`src/rtl/iob_wbm2iob_pkg.sv`:
```
// Shared types and constants for the Wishbone-to-IOb bridge.
// The optional bus timeout is selected with the IOB_WBM2IOB_TIMEOUT_EN macro.
package iob_wbm2iob_pkg;

   typedef enum logic [1:0] {
      IDLE = 2'd0,
      REQ  = 2'd1,
      RESP = 2'd2
   } state_t;

   localparam int DEF_DATA_W = 32;
   localparam int TMO_CNT_W  = 16;

   function automatic int wstrb_w(input int data_w);
      return data_w / 8;
   endfunction

   localparam int WSTRB_W = wstrb_w(DEF_DATA_W);

endpackage

```
`src/rtl/iob_wbm2iob_if.sv`:
```
// Bundles the MAC Wishbone DMA port and the IOb master port of the bridge.
// slave: the bridge's view; master: the environment (MAC + memory) view.
interface iob_wbm2iob_if
   import iob_wbm2iob_pkg::*;
#(
   parameter int ADDR_W = 32,
   parameter int DATA_W = DEF_DATA_W
);
   localparam int STRB_W = wstrb_w(DATA_W);

   logic [ADDR_W-1:0] wb_adr_i;
   logic [STRB_W-1:0] wb_sel_i;
   logic              wb_we_i;
   logic              wb_cyc_i;
   logic              wb_stb_i;
   logic [DATA_W-1:0] wb_dat_i;
   logic [DATA_W-1:0] wb_dat_o;
   logic              wb_ack_o;
   logic              wb_err_o;

   logic              m_valid;
   logic [ADDR_W-1:0] m_addr;
   logic [DATA_W-1:0] m_wdata;
   logic [STRB_W-1:0] m_wstrb;
   logic [DATA_W-1:0] m_rdata;
   logic              m_ready;

   modport slave (
      input  wb_adr_i, wb_sel_i, wb_we_i, wb_cyc_i, wb_stb_i, wb_dat_i,
      output wb_dat_o, wb_ack_o, wb_err_o,
      output m_valid, m_addr, m_wdata, m_wstrb,
      input  m_rdata, m_ready
   );

   modport master (
      output wb_adr_i, wb_sel_i, wb_we_i, wb_cyc_i, wb_stb_i, wb_dat_i,
      input  wb_dat_o, wb_ack_o, wb_err_o,
      input  m_valid, m_addr, m_wdata, m_wstrb,
      output m_rdata, m_ready
   );

endinterface

```
`src/rtl/iob_wbm2iob_timer.sv`:
```
// Up-counter that flags when LIMIT counted cycles have elapsed; holds once expired.
// Only instantiated when IOB_WBM2IOB_TIMEOUT_EN is defined.
module iob_wbm2iob_timer
   import iob_wbm2iob_pkg::*;
#(
   parameter int unsigned LIMIT = 255,
   parameter int          CNT_W = TMO_CNT_W
) (
   input  logic clk,
   input  logic rst,
   input  logic clear_i,
   input  logic en_i,
   output logic expired_o
);

   logic [CNT_W-1:0] cnt_q, cnt_d;

   // Expiry is flagged on the last counted cycle so the owner can act on that same edge.
   assign expired_o = (cnt_q == CNT_W'(LIMIT - 1));

   always_comb begin
      cnt_d = cnt_q;
      if (clear_i) begin
         cnt_d = '0;
      end else if (en_i && !expired_o) begin
         cnt_d = cnt_q + 1'b1;
      end
   end

   always_ff @(posedge clk) begin
      if (rst) begin
         cnt_q <= '0;
      end else begin
         cnt_q <= cnt_d;
      end
   end

endmodule

```
`src/rtl/iob_wbm2iob_bridge.sv`:
```
// Registered Wishbone-classic DMA master to IOb master bridge (IDLE/REQ/RESP).
// Define IOB_WBM2IOB_TIMEOUT_EN to return wb_err_o after TIMEOUT cycles without m_ready.
module iob_wbm2iob_bridge
   import iob_wbm2iob_pkg::*;
#(
   parameter int ADDR_W  = 32,
   parameter int DATA_W  = DEF_DATA_W,
   parameter int TIMEOUT = 255
) (
   input  logic         clk,
   input  logic         rst,
   iob_wbm2iob_if.slave bus
);

   localparam int STRB_W = wstrb_w(DATA_W);

   if (TIMEOUT < 1 || TIMEOUT > 65535) begin : g_bad_timeout
      $error("iob_wbm2iob_bridge: TIMEOUT must be within 1..65535");
   end

   state_t            state_q;
   logic              valid_q;
   logic [ADDR_W-1:0] addr_q;
   logic [DATA_W-1:0] wdata_q;
   logic [STRB_W-1:0] wstrb_q;
   logic              we_q;
   logic [DATA_W-1:0] rdata_q;
   logic              ack_q;
   logic              err_q;
   logic              start;
   logic              tmo_expired;

   assign start = bus.wb_cyc_i & bus.wb_stb_i;

`ifdef IOB_WBM2IOB_TIMEOUT_EN
   iob_wbm2iob_timer #(
      .LIMIT (TIMEOUT)
   ) u_timer (
      .clk       (clk),
      .rst       (rst),
      .clear_i   ((state_q == IDLE) && start),
      .en_i      ((state_q == REQ) && !bus.m_ready),
      .expired_o (tmo_expired)
   );
`else
   assign tmo_expired = 1'b0;
`endif

   always_ff @(posedge clk) begin
      if (rst) begin
         state_q <= IDLE;
         valid_q <= 1'b0;
         addr_q  <= '0;
         wdata_q <= '0;
         wstrb_q <= '0;
         we_q    <= 1'b0;
         rdata_q <= '0;
         ack_q   <= 1'b0;
         err_q   <= 1'b0;
      end else begin
         unique case (state_q)
            IDLE: begin
               if (start) begin
                  addr_q  <= bus.wb_adr_i;
                  wdata_q <= bus.wb_dat_i;
                  wstrb_q <= bus.wb_we_i ? bus.wb_sel_i : '0;
                  we_q    <= bus.wb_we_i;
                  valid_q <= 1'b1;
                  state_q <= REQ;
               end
            end
            // m_ready takes priority over a timeout expiring on the same edge.
            REQ: begin
               if (bus.m_ready) begin
                  valid_q <= 1'b0;
                  if (!we_q) begin
                     rdata_q <= bus.m_rdata;
                  end
                  ack_q   <= 1'b1;
                  state_q <= RESP;
               end else if (tmo_expired) begin
                  valid_q <= 1'b0;
                  err_q   <= 1'b1;
                  state_q <= RESP;
               end
            end
            RESP: begin
               ack_q   <= 1'b0;
               err_q   <= 1'b0;
               state_q <= IDLE;
            end
            default: begin
               state_q <= IDLE;
            end
         endcase
      end
   end

   assign bus.m_valid  = valid_q;
   assign bus.m_addr   = addr_q;
   assign bus.m_wdata  = wdata_q;
   assign bus.m_wstrb  = wstrb_q;
   assign bus.wb_dat_o = rdata_q;
   assign bus.wb_ack_o = ack_q;
   assign bus.wb_err_o = err_q;

endmodule
```
`src/flat_wrapper.sv`:
```
// flat-port wrapper written by rule: the top's interface ports become plain ports
module iob_wbm2iob_bridge_flat import iob_wbm2iob_pkg::*;
#(
   parameter int ADDR_W  = 32,
   parameter int DATA_W  = DEF_DATA_W,
   parameter int TIMEOUT = 255
)
  (clk, rst, bus_wb_adr_i, bus_wb_sel_i, bus_wb_we_i, bus_wb_cyc_i, bus_wb_stb_i, bus_wb_dat_i, bus_wb_dat_o, bus_wb_ack_o, bus_wb_err_o, bus_m_valid, bus_m_addr, bus_m_wdata, bus_m_wstrb, bus_m_rdata, bus_m_ready);
  iob_wbm2iob_if #(.ADDR_W(ADDR_W), .DATA_W(DATA_W)) bus_i ();
  input  logic clk;
  input  logic rst;
  input wire logic [$bits(bus_i.wb_adr_i)-1:0] bus_wb_adr_i;
  input wire logic [$bits(bus_i.wb_sel_i)-1:0] bus_wb_sel_i;
  input wire logic [$bits(bus_i.wb_we_i)-1:0] bus_wb_we_i;
  input wire logic [$bits(bus_i.wb_cyc_i)-1:0] bus_wb_cyc_i;
  input wire logic [$bits(bus_i.wb_stb_i)-1:0] bus_wb_stb_i;
  input wire logic [$bits(bus_i.wb_dat_i)-1:0] bus_wb_dat_i;
  output wire logic [$bits(bus_i.wb_dat_o)-1:0] bus_wb_dat_o;
  output wire logic [$bits(bus_i.wb_ack_o)-1:0] bus_wb_ack_o;
  output wire logic [$bits(bus_i.wb_err_o)-1:0] bus_wb_err_o;
  output wire logic [$bits(bus_i.m_valid)-1:0] bus_m_valid;
  output wire logic [$bits(bus_i.m_addr)-1:0] bus_m_addr;
  output wire logic [$bits(bus_i.m_wdata)-1:0] bus_m_wdata;
  output wire logic [$bits(bus_i.m_wstrb)-1:0] bus_m_wstrb;
  input wire logic [$bits(bus_i.m_rdata)-1:0] bus_m_rdata;
  input wire logic [$bits(bus_i.m_ready)-1:0] bus_m_ready;
  assign bus_i.wb_adr_i = bus_wb_adr_i;
  assign bus_i.wb_sel_i = bus_wb_sel_i;
  assign bus_i.wb_we_i = bus_wb_we_i;
  assign bus_i.wb_cyc_i = bus_wb_cyc_i;
  assign bus_i.wb_stb_i = bus_wb_stb_i;
  assign bus_i.wb_dat_i = bus_wb_dat_i;
  assign bus_wb_dat_o = bus_i.wb_dat_o;
  assign bus_wb_ack_o = bus_i.wb_ack_o;
  assign bus_wb_err_o = bus_i.wb_err_o;
  assign bus_m_valid = bus_i.m_valid;
  assign bus_m_addr = bus_i.m_addr;
  assign bus_m_wdata = bus_i.m_wdata;
  assign bus_m_wstrb = bus_i.m_wstrb;
  assign bus_i.m_rdata = bus_m_rdata;
  assign bus_i.m_ready = bus_m_ready;
  iob_wbm2iob_bridge #(.ADDR_W(ADDR_W), .DATA_W(DATA_W), .TIMEOUT(TIMEOUT)) u_core (.clk(clk), .rst(rst), .bus(bus_i));
endmodule
```
`config.mk`:
```
export PLATFORM = sky130hd
export DESIGN_NAME = iob_wbm2iob_bridge_flat
export DESIGN_NICKNAME = d
export VERILOG_FILES = /design/src/rtl/iob_wbm2iob_pkg.sv /design/src/rtl/iob_wbm2iob_if.sv /design/src/rtl/iob_wbm2iob_timer.sv /design/src/rtl/iob_wbm2iob_bridge.sv /design/src/flat_wrapper.sv
export SDC_FILE = /design/constraint.sdc
export NUM_CORES = 1
export LEC_CHECK = 0
export CAP_MARGIN = 20
export CORE_ASPECT_RATIO = 0.6
export CORE_MARGIN = 1.5
export CORE_UTILIZATION = 45
export CTS_CLUSTER_SIZE = 24
export DETAILED_ROUTE_END_ITERATION = 16
export GPL_TIMING_DRIVEN = 0
export PLACE_DENSITY = 0.85
export SLEW_MARGIN = 15
export SYNTH_ARGS = -nofsm -noshare
export SYNTH_HDL_FRONTEND = slang
export SYNTH_HIERARCHICAL = 1
export SYNTH_SLANG_ARGS = --single-unit
```
`constraint.sdc`:
```
create_clock -name clk -period 2.05 [get_ports clk]
set_input_delay 0.41 -clock clk [delete_from_list [all_inputs] [get_ports clk]]
set_output_delay 0.41 -clock clk [all_outputs]
set_load 0.03 [all_outputs]
```
* Yosys cells after proc, flatten, opt, wreduce, memory -nomap -nowiden *
Index checks and enable logic that the tools add are counted.

operators by class
  eq/ne operators = 4
  reduce and logical (&&, ||, !) cells = 8
  muxes and demuxes = 9
  bitwise gates (word level) = 2

operator list
  cell                                                              count
  2-bit AND reduction                                               3
  3-bit AND reduction                                               2
  2-bit two-way mux                                                 2
  4-bit two-way mux                                                 1
  1-bit case mux with 2 select lines                                2
  2-bit case mux with 2 select lines                                1
  2-bit nonzero test                                                2
  1-bit two-way mux                                                 3
  2-bit by 1-bit == test with 1-bit output (second input constant)  1
  2-bit == test (second input constant)                             1
  2-bit logical NOT                                                 1
  2-bit by 1-bit != test with 1-bit output (second input constant)  1
  2-bit != test (second input constant)                             1
  1-bit bitwise AND                                                 1
  1-bit NOT                                                         1

storage, ports and cells
  logic and storage cells = 31
  input bits = 106
  register bits = 105
  output and inout bits = 103

* Logic depth before layout (Yosys ltp) *
  word-level depth = 3
  mapped depth = 5
  depth with buffers taken out = 2

* Least setup slack after synthesis *
No wires, ideal clock.

  path kind = input port to flip-flop
  from = input port bus_wb_stb_i
  to = register u_core.addr_q[0] (netlist: u_core/bus.m_addr[0])
  data required time = 1978 ps
  setup slack = 698 ps
  arrival = 1281 ps
  stages on the path = 5
  buffers on the path = 3
  cell sequence = nor4bb_1 -> buf_2 -> buf_6 -> buf_8 -> mux2i_1

between the ends
  longest elaborated chain between the ends = 2

RTL lines
  item                                  RTL line                  text
  start: declaration                    flat_wrapper.sv:16        input wire logic [$bits(bus_i.wb_stb_i)-1:0] bus_wb_stb_i;
  1-bit bitwise AND                     iob_wbm2iob_bridge.sv:33  assign start = bus.wb_cyc_i & bus.wb_stb_i;
  2-bit AND reduction (no source line)  -
  end signal: assignment                iob_wbm2iob_bridge.sv:64  addr_q <= bus.wb_adr_i;
  end: declaration                      iob_wbm2iob_bridge.sv:23  logic [ADDR_W-1:0] addr_q;

No other way between the ends.
A chain may end at the register's enable or synchronous reset.

* Final worst setup path *
  from = register u_core.ack_q (netlist: u_core/bus.wb_ack_o)
  to = output port bus_wb_ack_o

RTL lines
  item                      RTL line                  text
  start: declaration        iob_wbm2iob_bridge.sv:28  logic ack_q;
  start signal: assignment  iob_wbm2iob_bridge.sv:58  ack_q <= 1'b0;
  start signal: assignment  iob_wbm2iob_bridge.sv:79  ack_q <= 1'b1;
  start signal: assignment  iob_wbm2iob_bridge.sv:88  ack_q <= 1'b0;
  end: declaration          flat_wrapper.sv:19        output wire logic [$bits(bus_i.wb_ack_o)-1:0] bus_wb_ack_o;

No word-level cell between the ends.

==> PnR_summary.wiki <==
{| class="wikitable"
! Metric !! Value
|-
| Setup slack of the most critical reg-to-reg path || ~570 ps
|-
| Launching element of the worst setup path || u_core/bus.wb_ack_o
|-
| Clock sink count || about 110
|-
| Reg-to-reg startpoint || u_core/state_q[1]
|-
| Cells after DPL || between 700 and 800
|-
| Power per standard cell area || ~700 nW/um^2
|-
| Clock tree root buffer cell || clkbuf_16
|-
| Post-Syn Area per Cell || around 10 sq um
|-
| Crit-path max cell delay || between 700 and 800 ps
|-
| Library cell contributing the largest single delay on the critical path || clkdlybuf4s50_1
|-
| Synthesized-area fraction occupied by adder cells || 0%
|-
| Hold path start || u_core/bus.m_wdata[3]
|-
| Worst IR drop on VDD || between 0.4 and 0.5 mV
|-
| Via Count || 3861
|-
| Area of the mapped netlist || approximately 4700 sq um
|-
| Final Skew || roughly 6.0 ps
|-
| Main combinational cell family by area after synthesis || simple AND/OR/NAND/NOR gates
|-
| Final Slew Violations || 0
|-
| Non-Filler Instances || between 800 and 900
|-
| Part of the Yosys area used for sequential elements || between 40% and 50%
|-
| First-pass GRT wire length || between 15000 and 20000 um
|-
| CP max FO || 3
|-
| Initial drt markers || ~120
|-
| Dominant cell type by area after synthesis || dfxtp_1
|-
| Static leakage power || roughly 2.6 nW
|-
| Xor/xnor cell area share of the yosys netlist || 0%
|-
| Simple-Gate Fraction of Synth Area || around 29%
|-
| Area growth from synthesis to layout || 54.4%
|-
| CP top delay family || buffers and inverters
|-
| # H-tree levels || 3
|-
| Post-route setup TNS || 0 ps
|-
| Type of element launching the critical path || register
|-
| Initial antenna violation count || 0
|-
| Total of endpoints with negative setup slack in the final report || 0
|-
| Die height || just over 80 um
|-
| Inserted Clock Buffers || 9
|-
| Complex-gate fraction of the synthesized area || less than 1%
|-
| Fill cells || roughly 730
|-
| Part of the cycle the worst path needs || between 80% and 90%
|-
| Number of top-level design ports || roughly 210
|-
| Total congestion overflow || 0
|-
| Buffers and inverters on the worst path || 1
|-
| GRT Resource Usage Total || around a quarter
|-
| Post-CTS setup buffers || 0
|-
| Number of diodes || 0
|-
| Main synth FF type || dfxtp_1
|-
| Number of buffers added on ports || a little over 200
|-
| Seq cells post-synth || between 100 and 150
|-
| Number of vias per cell || between 4 and 5
|-
| Share of synthesized registers carrying an async set or reset || 0%
|-
| Net total in the final layout || just under 800
|-
| Syn Nets || approximately 560
|-
| Overall die area || approximately 11000 sq um
|-
| Status || finished clean
|-
| Starting density of the core || between 40% and 50%
|-
| Count of synthesis-stage warnings from yosys || 6
|-
| Residual DRC count || 0
|-
| Nature of the critical path endpoint || output pin
|-
| Hold-fix buffer count after cts || 0
|-
| CTS tree || yes
|-
| Layout cell share with drive strength beyond 1 || roughly 4.4%
|-
| Synth unique cells || 20
|-
| Final routed wire length divided by cell count || between 15 and 20 um
|-
| Largest net degree at the start of global routing || 17
|-
| Post-Route WL || 12800 um
|-
| Vias in the first global route || 3865
|-
| Setup repair after global routing missed its margin || no
|-
| Final worst hold slack || 473 ps
|-
| Minimum period implied by the final worst setup slack || between 1500 and 2000 ps
|-
| Critical path data arrival time || around 1400 ps
|-
| Number of routed nets with antenna violations || 0
|-
| Maximum clock frequency || approximately 540 MHz
|-
| Buffer levels on the longest clock path || 2
|-
| Top post-synthesis cells by area || dfxtp_1 45%, nand2b_1 27%, mux2i_1 22%, clkbuf_1 1.8%, buf_4 1.3%
|-
| Max-cap violations || 0
|-
| Crit Path Category || reg -> out
|-
| Required time at the worst-slack endpoint || 1640 ps
|-
| Worst min-delay path category || reg -> reg
|-
| Gate count after technology mapping || around 460
|-
| Post-synthesis mux area share || 21.6%
|-
| Length of the first detailed-routing pass in iterations || 4
|-
| Area of the core || 9980 sq um
|-
| Crit path cell chain || clkdlybuf4s50_1
|-
| GP Congestion || 0.819
|-
| EDFF count, synth || 0
|-
| Worst max-slew margin expressed relative to the limit || ~63%
|-
| Half-perimeter wire length after detailed placement || 9960 um
|-
| Yosys top cell area share || between 40% and 50%
|-
| Insertion delay to the later sink of the worst-skew pair || roughly 340 ps
|-
| Row Count || 28
|-
| Worst slew pin tran || 562 ps
|-
| Number of resized instances in the post-cts repair step || 0
|-
| Clock transition at path regs || approximately 70 ps
|-
| Die outline width || approximately 130 um
|-
| Fin. Hold Viols || 0
|}
-- routing by layer --
layer / wire, um / vias to the layer above / track usage [%] / part of all wire (%)
met3: 881 / 22 / 7.04 / 6.9
met2: 5900 / 134 / 38.8 / 46
met4: 255 / 0 / 8.60 / 2.0
met1: 5800 / 1792 / 29.0 / 45
li1: - / 1913 / - / -
met5: 0 / - / 0 / 0
-- synthesized netlist by cell type (all sizes together), types with 5 or more instances --
cell type and instances:
dfxtp 105, nand2b 199, buf 14, nand3b 5
mux2i 101, clkbuf 22
-- placed cells by master (no fill, tap or decap) --
cell type / netlist / final
nand2_1: 1 / 1
clkbuf_1: 22 / 23
a31oi_1: 1 / 1
o2bb2ai_1: 1 / 1
clkbuf_16: 0 / 9
clkinv_4: 0 / 1
dfxtp_1: 105 / 105
nand3b_1: 5 / 5
bufinv_16: 0 / 2
nand2b_1: 199 / 199
conb_1: 1 / 1
nand4bb_1: 1 / 1
buf_4: 8 / 8
clkinvlp_4: 0 / 1
nor2_1: 1 / 1
mux2i_1: 101 / 101
nor2b_1: 1 / 1
buf_8: 2 / 2
clkinv_2: 0 / 1
a21oi_1: 1 / 1
and4bb_2: 1 / 1
nor4bb_1: 1 / 1
clkdlybuf4s50_1: 0 / 206
buf_6: 1 / 1
buf_2: 3 / 3
or3b_2: 1 / 1
-- kinds of logic after synthesis --
logic type             Yosys count
AND/OR/NAND/NOR                211
flip-flops                     105
multiplexers                   101
buffers and inverters           36
AO/OA/AOI/OAI                    3
other                            1
-- metrics by stage --
| step | worst slack, ps | cell area [sq um] | util (%) | power (W) |
|---|---|---|---|---|
| 2_1_floorplan | 698 | 4670 | - | 0.00270 |
| 3_3_place_gp | 78.6 | 6910 | 69.2 | 0.00313 |
| 3_5_place_dp | 28.5 | 6910 | 69.2 | 0.00315 |
| 4_1_cts | 198 | 7220 | 72.3 | 0.00497 |
| 5_1_grt | 180 | 7220 | 72.3 | 0.00511 |
| 6_report | 212 | 7220 | 72.3 | 0.00491 |
-- path summary, 6_finish.rpt --
path	end	cells past startpoint
max	bus_wb_ack_o	1
min	u_core/bus.m_wdata[3]	2
max reg2reg	u_core/bus.m_addr[9]	5
min reg2reg	u_core/bus.m_wdata[3]	2
-- sequential cells by signal, indices dropped and copies added, names as in the netlist --
| name | count |
|---|---|
| u_core/bus.wb_ack_o | 1 |
| u_core/we_q | 1 |
| u_core/state_q | 2 |
| u_core/bus.m_wstrb | 4 |
| u_core/bus.m_wdata | 32 |
| u_core/bus.wb_dat_o | 32 |
| u_core/bus.m_valid | 1 |
| u_core/bus.m_addr | 32 |
-- layout make-up --
| cell class | instances | area, sq um | share of cell area [%] |
|---|---|---|---|
| Buffer | 36 | 199 | 2.76 |
| Clock buffer | 10 | 229 | 3.17 |
| Clock inverter | 5 | 81.3 | 1.13 |
| Multi-Input combinational cell | 316 | 2370 | 32.9 |
| Sequential cell | 105 | 2100 | 29.1 |
| Tap cell | 135 | 169 | 2.34 |
| Timing Repair Buffer | 206 | 2060 | 28.6 |
-- power by group --
group,switching [W],internal (W)
sequential,0.0000520,0.00213
combinational,0.000426,0.000499
clock,0.000742,0.00106
Note: power is estimated with default switching activity, not from simulation.
